`src/rtl/fpu_arb_pkg.sv`:
```
// Shared constants, tracking-entry type and width helper for the FPU issue arbiter.
package fpu_arb_pkg;

  // Default operand width and FPU pipeline depth (input regs plus five stages).
  localparam int unsigned DATA_W      = 32;
  localparam int unsigned FPU_LATENCY = 6;

  // Tracking entries carry the widest id/tag the arbiter supports (8 requesters,
  // 8-bit tags); narrower instances zero-extend on entry and truncate on exit.
  localparam int unsigned TRACK_ID_W  = 3;
  localparam int unsigned TRACK_TAG_W = 8;

  typedef struct packed {
    logic                   valid;
    logic [TRACK_ID_W-1:0]  id;
    logic [TRACK_TAG_W-1:0] tag;
  } track_entry_t;

  // Ceiling log2 with a floor of 1 so single-bit fields never collapse to zero width.
  function automatic int unsigned clog2(input int unsigned value);
    int unsigned result;
    result = 1;
    for (int i = 1; i < 32; i++) begin
      if ((32'd1 << i) < value) result = i + 1;
    end
    return result;
  endfunction

endpackage

```
`src/rtl/rr_arbiter.sv`:
```
// Round-robin arbiter: searches from the slot after the last grant and remembers
// the winner only when the caller reports that the grant was consumed.
module rr_arbiter
  import fpu_arb_pkg::*;
#(
  parameter int unsigned N = 4,
  localparam int unsigned ID_W = clog2(N)
) (
  input  logic            clk,
  input  logic            rst,
  input  logic [N-1:0]    req,
  input  logic            advance,
  output logic [N-1:0]    grant,
  output logic [ID_W-1:0] grant_id
);

  logic [ID_W-1:0] last_q;
  logic            found;
  int unsigned     idx;

  // Pick the first requester at or after last_grant+1, wrapping modulo N.
  always_comb begin
    grant    = '0;
    grant_id = '0;
    found    = 1'b0;
    idx      = 0;
    for (int unsigned k = 1; k <= N; k++) begin
      idx = (int'(last_q) + k) % N;
      if (!found && req[idx]) begin
        found      = 1'b1;
        grant[idx] = 1'b1;
        grant_id   = ID_W'(idx);
      end
    end
  end

  // Pointer starts at N-1 so requester 0 has priority after reset.
  always_ff @(posedge clk) begin
    if (rst) begin
      last_q <= ID_W'(N - 1);
    end else if (advance) begin
      last_q <= grant_id;
    end
  end

endmodule

```
`src/rtl/fpu_issue_arbiter.sv`:
```
// Shares one fixed-latency FPU add/sub pipeline among N_REQ requesters. Issue is
// round-robin; a {valid,id,tag} shift register matched to the FPU latency routes
// each result back to its requester. Responses cannot be stalled.
module fpu_issue_arbiter #(
  parameter int unsigned N_REQ       = 4,
  parameter int unsigned TAG_W       = 4,
  parameter int unsigned FPU_LATENCY = fpu_arb_pkg::FPU_LATENCY,
  parameter int unsigned DATA_W      = fpu_arb_pkg::DATA_W,
  localparam int unsigned ID_W       = fpu_arb_pkg::clog2(N_REQ),
  localparam int unsigned CNT_W      = fpu_arb_pkg::clog2(FPU_LATENCY + 1)
) (
  input  logic                    CLK,
  input  logic                    RST,
  input  logic                    issue_en,
  input  logic [N_REQ-1:0]        req_valid,
  output logic [N_REQ-1:0]        req_ready,
  input  logic [N_REQ*DATA_W-1:0] req_op1,
  input  logic [N_REQ*DATA_W-1:0] req_op2,
  input  logic [N_REQ-1:0]        req_operation,
  input  logic [N_REQ*TAG_W-1:0]  req_tag,
  output logic [DATA_W-1:0]       fpu_operand1,
  output logic [DATA_W-1:0]       fpu_operand2,
  output logic                    fpu_operation,
  input  logic [DATA_W-1:0]       fpu_result,
  output logic                    rsp_valid,
  output logic [ID_W-1:0]         rsp_id,
  output logic [TAG_W-1:0]        rsp_tag,
  output logic [DATA_W-1:0]       rsp_result,
  output logic [CNT_W-1:0]        inflight,
  output logic                    busy
);

  import fpu_arb_pkg::*;

  logic [N_REQ-1:0] arb_req;
  logic [N_REQ-1:0] grant;
  logic [ID_W-1:0]  grant_id;
  logic             xfer;
  logic [TAG_W-1:0] tag_sel;
  track_entry_t     head;
  track_entry_t     pipe_q [FPU_LATENCY];
  logic [CNT_W-1:0] inflight_q;

  // Reset and issue_en mask requests before arbitration so no grant can leak out.
  assign arb_req = req_valid & {N_REQ{issue_en & ~RST}};

  rr_arbiter #(
    .N (N_REQ)
  ) u_rr (
    .clk      (CLK),
    .rst      (RST),
    .req      (arb_req),
    .advance  (xfer),
    .grant    (grant),
    .grant_id (grant_id)
  );

  // A grant is only ever given to a valid requester, so any grant is a transfer.
  assign xfer      = |grant;
  assign req_ready = grant;

  // Steer the granted requester onto the FPU inputs; idle cycles feed 0.0 + 0.0.
  always_comb begin
    fpu_operand1  = '0;
    fpu_operand2  = '0;
    fpu_operation = 1'b0;
    tag_sel       = '0;
    if (xfer) begin
      fpu_operand1  = req_op1[grant_id * DATA_W +: DATA_W];
      fpu_operand2  = req_op2[grant_id * DATA_W +: DATA_W];
      fpu_operation = req_operation[grant_id];
      tag_sel       = req_tag[grant_id * TAG_W +: TAG_W];
    end
  end

  // Build the tracking entry that enters the pipe alongside the FPU operands.
  always_comb begin
    head       = '0;
    head.valid = xfer;
    head.id    = TRACK_ID_W'(grant_id);
    head.tag   = TRACK_TAG_W'(tag_sel);
  end

  // Tracking pipe shifts every cycle in lockstep with the FPU stages.
  always_ff @(posedge CLK) begin
    if (RST) begin
      for (int k = 0; k < FPU_LATENCY; k++) pipe_q[k] <= '0;
    end else begin
      pipe_q[0] <= head;
      for (int k = 1; k < FPU_LATENCY; k++) pipe_q[k] <= pipe_q[k-1];
    end
  end

  assign rsp_valid  = pipe_q[FPU_LATENCY-1].valid;
  assign rsp_id     = ID_W'(pipe_q[FPU_LATENCY-1].id);
  assign rsp_tag    = TAG_W'(pipe_q[FPU_LATENCY-1].tag);
  assign rsp_result = fpu_result;

  // Count in-flight ops; simultaneous issue and retire cancel out.
  always_ff @(posedge CLK) begin
    if (RST) begin
      inflight_q <= '0;
    end else if (xfer && !rsp_valid) begin
      inflight_q <= inflight_q + CNT_W'(1);
    end else if (!xfer && rsp_valid) begin
      inflight_q <= inflight_q - CNT_W'(1);
    end
  end

  assign inflight = inflight_q;
  assign busy     = (inflight_q != '0);

endmodule

```
`config.mk`:
```
export PLATFORM = sky130hd
export DESIGN_NAME = fpu_issue_arbiter
export DESIGN_NICKNAME = d
export VERILOG_FILES = /design/src/rtl/fpu_arb_pkg.sv /design/src/rtl/rr_arbiter.sv /design/src/rtl/fpu_issue_arbiter.sv
export SDC_FILE = /design/constraint.sdc
export NUM_CORES = 1
export LEC_CHECK = 0
export ABC_CLOCK_PERIOD_IN_PS = 4000
export CAP_MARGIN = 40
export CORE_AREA = 2 2 165 167
export CTS_BUF_LIST = sky130_fd_sc_hd__clkbuf_2 sky130_fd_sc_hd__clkbuf_4 sky130_fd_sc_hd__clkbuf_8
export CTS_CLUSTER_DIAMETER = 100
export CTS_CLUSTER_SIZE = 20
export DETAILED_ROUTE_END_ITERATION = 16
export DIE_AREA = 0 0 167 169
export PLACE_DENSITY = 0.53
export SETUP_SLACK_MARGIN = 0.5
export SLEW_MARGIN = 25
export SYNTH_ARGS = -nofsm -noshare
export SYNTH_HDL_FRONTEND = slang
export SYNTH_HIERARCHICAL = 1
export SYNTH_SLANG_ARGS = --single-unit
```
`constraint.sdc`:
```
create_clock -name CLK -period 4 [get_ports CLK]
set_input_delay 0.6 -clock CLK [delete_from_list [all_inputs] [get_ports CLK]]
set_output_delay 0.6 -clock CLK [all_outputs]
set_load 0.02 [all_outputs]
```
==> results_dict.tcl, run 1 <==
set metrics [dict create \
    start_util 0.163 \
    peakVddDrop_mv 0.487 \
    vias 4573 \
    critical_path_arrival_ns 3.18 \
    hold-path-endpoint "pipe_q[4][1]" \
    gp_congestion 0.829 \
    worstReg2RegStart "u_rr/last_q[0]" \
    synth_edf_count 0 \
    netlist_area_um2 4310 \
    worst-setup-path-type "reg -> out" \
    cts_root_buf "clkbuf_8" \
    antenna_found_initial 4 \
    crit_required_ns 3.40 \
    finalSetupViolCount 0 \
    clock_latency_ns 0.29 \
    drc 0 \
    grt-busiest-layer "met2" \
    outcome "completed" \
    power_mw 8.26 \
    fin_nets 1100 \
    seqPwrFrac 0.069 \
    core-area_um2 26500 \
    rrSetupSlack_ns 0.29 \
    swShare 0.419 \
    grt_pass1_wl_mm 30.4 \
    grt_max_degree 43 \
    use_met1 0.166 \
    critPathMaxFanout 6 \
    drt-initial-drc-count 132 \
    synth.avg_cell_area_um2 11.6 \
    start_kind "flop" \
    ys_warn_count 6 \
    layout_setup_ws_ns 0.221 \
    synth-async-reset-ratio 0 \
    num_io_pins 427 \
    combPwrFrac 0.896 \
    synth_seq_cells 47 \
    fill_cells 2662 \
    hold_buffers 0 \
    p_int_mw 4.80 \
    fin_util 0.361 \
    worst_pin_slew_ns 0.414 \
    hold_class "reg -> reg" \
    die_h_um 169 \
    cts_made_buffers 5 \
    multi_input_area_um2 3290 \
    hpwl_mm 16.1 \
    cp_slowest_cell "mux4_2" \
    ys_seq_area_frac 0.218 \
    tritoncts "yes" \
    rsz0062_at_grt "yes" \
    cts_sinks 47 \
    drive_gt1_frac 0.415 \
    port_buffers 362 \
    die_w_um 167 \
    worstSetupEndpointType "primary output" \
    period_share 0.945 \
    drv_cap 0 \
    max_stage_delay_ns 0.51 \
    slew_viol_final 0 \
    worstHoldPathCells 1 \
    crit_chain "clkinvlp_4, ha_4, inv_4, a211oi_4, o21ai_2, a211o_1, nand2_4, buf_12, buf_8, buf_16, buf_6, mux4_2, nor2b_4, buf_6" \
    cts_buffer_depth 2 \
    finClkSkew_ns 0.00488 \
    worst_r2r_path_depth 18 \
    htreeDepth 2 \
    preCtsSetupSlack_ns -0.675 \
    finalHoldViolCount 0 \
    grt_pass1_vias 4962 \
    cts.clk_slew.worst_paths_ns 0.09 \
    path_buf_inv 7 \
    antenna_left 0 \
    pwr-share-clk 0.034 \
    area_delta_synth_final_pct 122 \
    power.switching_mw 3.46 \
    grt_util_met3 0.0412 \
    rr_endpoint "inflight[2]" \
    cpMostUsedCell "buf_6" \
    layout_min_cycle_time_ns 3.78 \
    ys_types 41 \
    timing.slew.headroom 0.724 \
    grtUsageTotal 0.140 \
    cellLeakagePower_nw 3.66 \
    dieArea_um2 28200 \
    ff_latch_area_um2 945 \
    holdCritStartpoint "pipe_q[3][1]" \
    drt-wirelength-per-cell_um 18.4 \
    synth-main-ff-cell "dfxtp_1" \
    postSynthCellCount 371 \
    num_rows 60 \
    mostFrequentLayoutCell "clkdlybuf4s50_1" \
    viasPerCell 4.08 \
    postRouteWirelength_mm 20.6 \
    max_freq_ghz 0.265 \
    power_density_nw_per_um2 864 \
    grtUsageMet2 0.252 \
    layout_common_cells "clkdlybuf4s50_1, nor2b_1, mux4_2, buf_4, dfxtp_1" \
    grt-ovfl-total 0 \
    firstDrtPassIters 4 \
    critPathTopFamily "buffers and inverters" \
    synthesis.nets 696 \
]
==> Yosys cell counts, types with 2 or more instances <==
cell type  count  area share
buf_6         10       0.026
clkbuf_1       8      0.0070
buf_2         11       0.013
o2bb2a_1       4      0.0093
mux2i_1        2      0.0046
o21ai_1        2      0.0023
a21oi_1        2      0.0023
buf_4         32       0.056
o21ai_0        5      0.0058
and2_1         9       0.013
xor2_1         2      0.0041
a211oi_1       2      0.0035
mux2_2         4       0.010
or3_1          3      0.0044
mux4_2        71        0.37
nand2_1        7      0.0061
ha_1           9       0.026
nor2b_1      103        0.15
dfxtp_1       47        0.22
inv_1          7      0.0061
or2_2          2      0.0029
a22oi_1        5      0.0087
o2111ai_1      2      0.0041
nor2_1         5      0.0044
==> cells by family (layout without fill, tap and decap cells) <==
logic type / Yosys count / after routing / synth area share
simple gates: 136 / 136 / 0.193
mux: 79 / 79 / 0.398
buf+inv: 69 / 474 / 0.109
flops: 47 / 47 / 0.218
compound gates: 28 / 28 / 0.0473
fa+ha+maj: 10 / 10 / 0.0308
xor+xnor: 2 / 2 / 0.00407
other cells: 0 / 4 / 0
==> through the flow <==
step | area (um^2) | TNS [ns] | cells | hold WS, ns
6_report | 9560 | 0 | 1121 | 0.435
5_1_grt | 9560 | 0 | 1121 | 0.453
4_1_cts | 9360 | 0 | 1113 | 0.437
3_5_place_dp | 8490 | -39.26 | 1056 | 0.420
3_3_place_gp | 8490 | -39.74 | 1056 | 0.416
2_1_floorplan | 4480 | 0 | 371 | 0.414
==> sequential cells by signal, summed over array words and instances (netlist names) <==
name / count
pipe_q: 42
inflight: 3
u_rr/last_q: 2
==> final cells by class <==
class,count,area share
flip-flops and latches,47,0.0988
repair buffers,459,0.498
multi-input cells,255,0.344
clock buffers,5,0.00720
clock inverters,3,0.00236
diodes,4,0.00105
well taps,341,0.0446
inverters,7,0.00393
==> worst max-delay path by stage <==
stage          slack, ns      startpoint  cells past startpoint                to
4_1_cts             0.20  u_rr/last_q[0]                     15   fpu_operand1[3]
2_1_floorplan       0.43  u_rr/last_q[0]                     17       inflight[2]
3_5_place_dp       -0.67        issue_en                     12  fpu_operand2[17]
6_report            0.22  u_rr/last_q[0]                     14   fpu_operand1[3]
3_3_place_gp       -0.66        issue_en                     12   fpu_operand2[2]
5_1_grt             0.07  u_rr/last_q[0]                     13   fpu_operand2[4]
==> metal layers <==
metal | vias to the layer above | part of all wire
li1 | 2152 | -
met1 | 2208 | 0.39
met2 | 191 | 0.53
met3 | 22 | 0.074
met4 | 0 | 0.014
met5 | - | 0
==> power by group through the flow <==
stage                     registers, mW  clock network (mW)  logic, mW
after floorplan                   0.600                   0       3.41
after global placement            0.584                   0       5.91
after detailed placement          0.585                   0       5.90
after CTS                         0.574               0.297       7.17
after global routing              0.584               0.320       7.91
final                             0.572               0.284       7.40
==> worst register-to-register path, stage by stage (launching register included) <==
cell and delay [ns]:
dfxtp_4 0.37, clkinvlp_4 0.10, ha_4 0.33, buf_6 0.11, mux4_2 0.49, and2_4 0.18, a22oi_2 0.22, o21ai_4 0.11
nor4_4 0.28, buf_6 0.18, buf_16 0.20, buf_4 0.17, inv_6 0.03, ha_4 0.15, inv_2 0.05, fa_2 0.19
xor2_1 0.06, or3_1 0.30, a21oi_1 0.12
==> timing repair <==
| action | CTS | global route |
|---|---|---|
| pin swaps | 19 | 8 |
| setup buffers | 42 | 3 |
| setup endpoints to repair | 78 | 68 |
| gates cloned | 7 | 1 |
| gates resized for setup | 389 | 41 |
No activity file was read; power rests on OpenSTA's default activity.
==> inputs of run 2 (changes only) <==
Settings changed: ABC_CLOCK_PERIOD_IN_PS 4000 to not set.
==> results of run 2 <==
The final DEF is identical to that of run 1; final timing and power are the same.
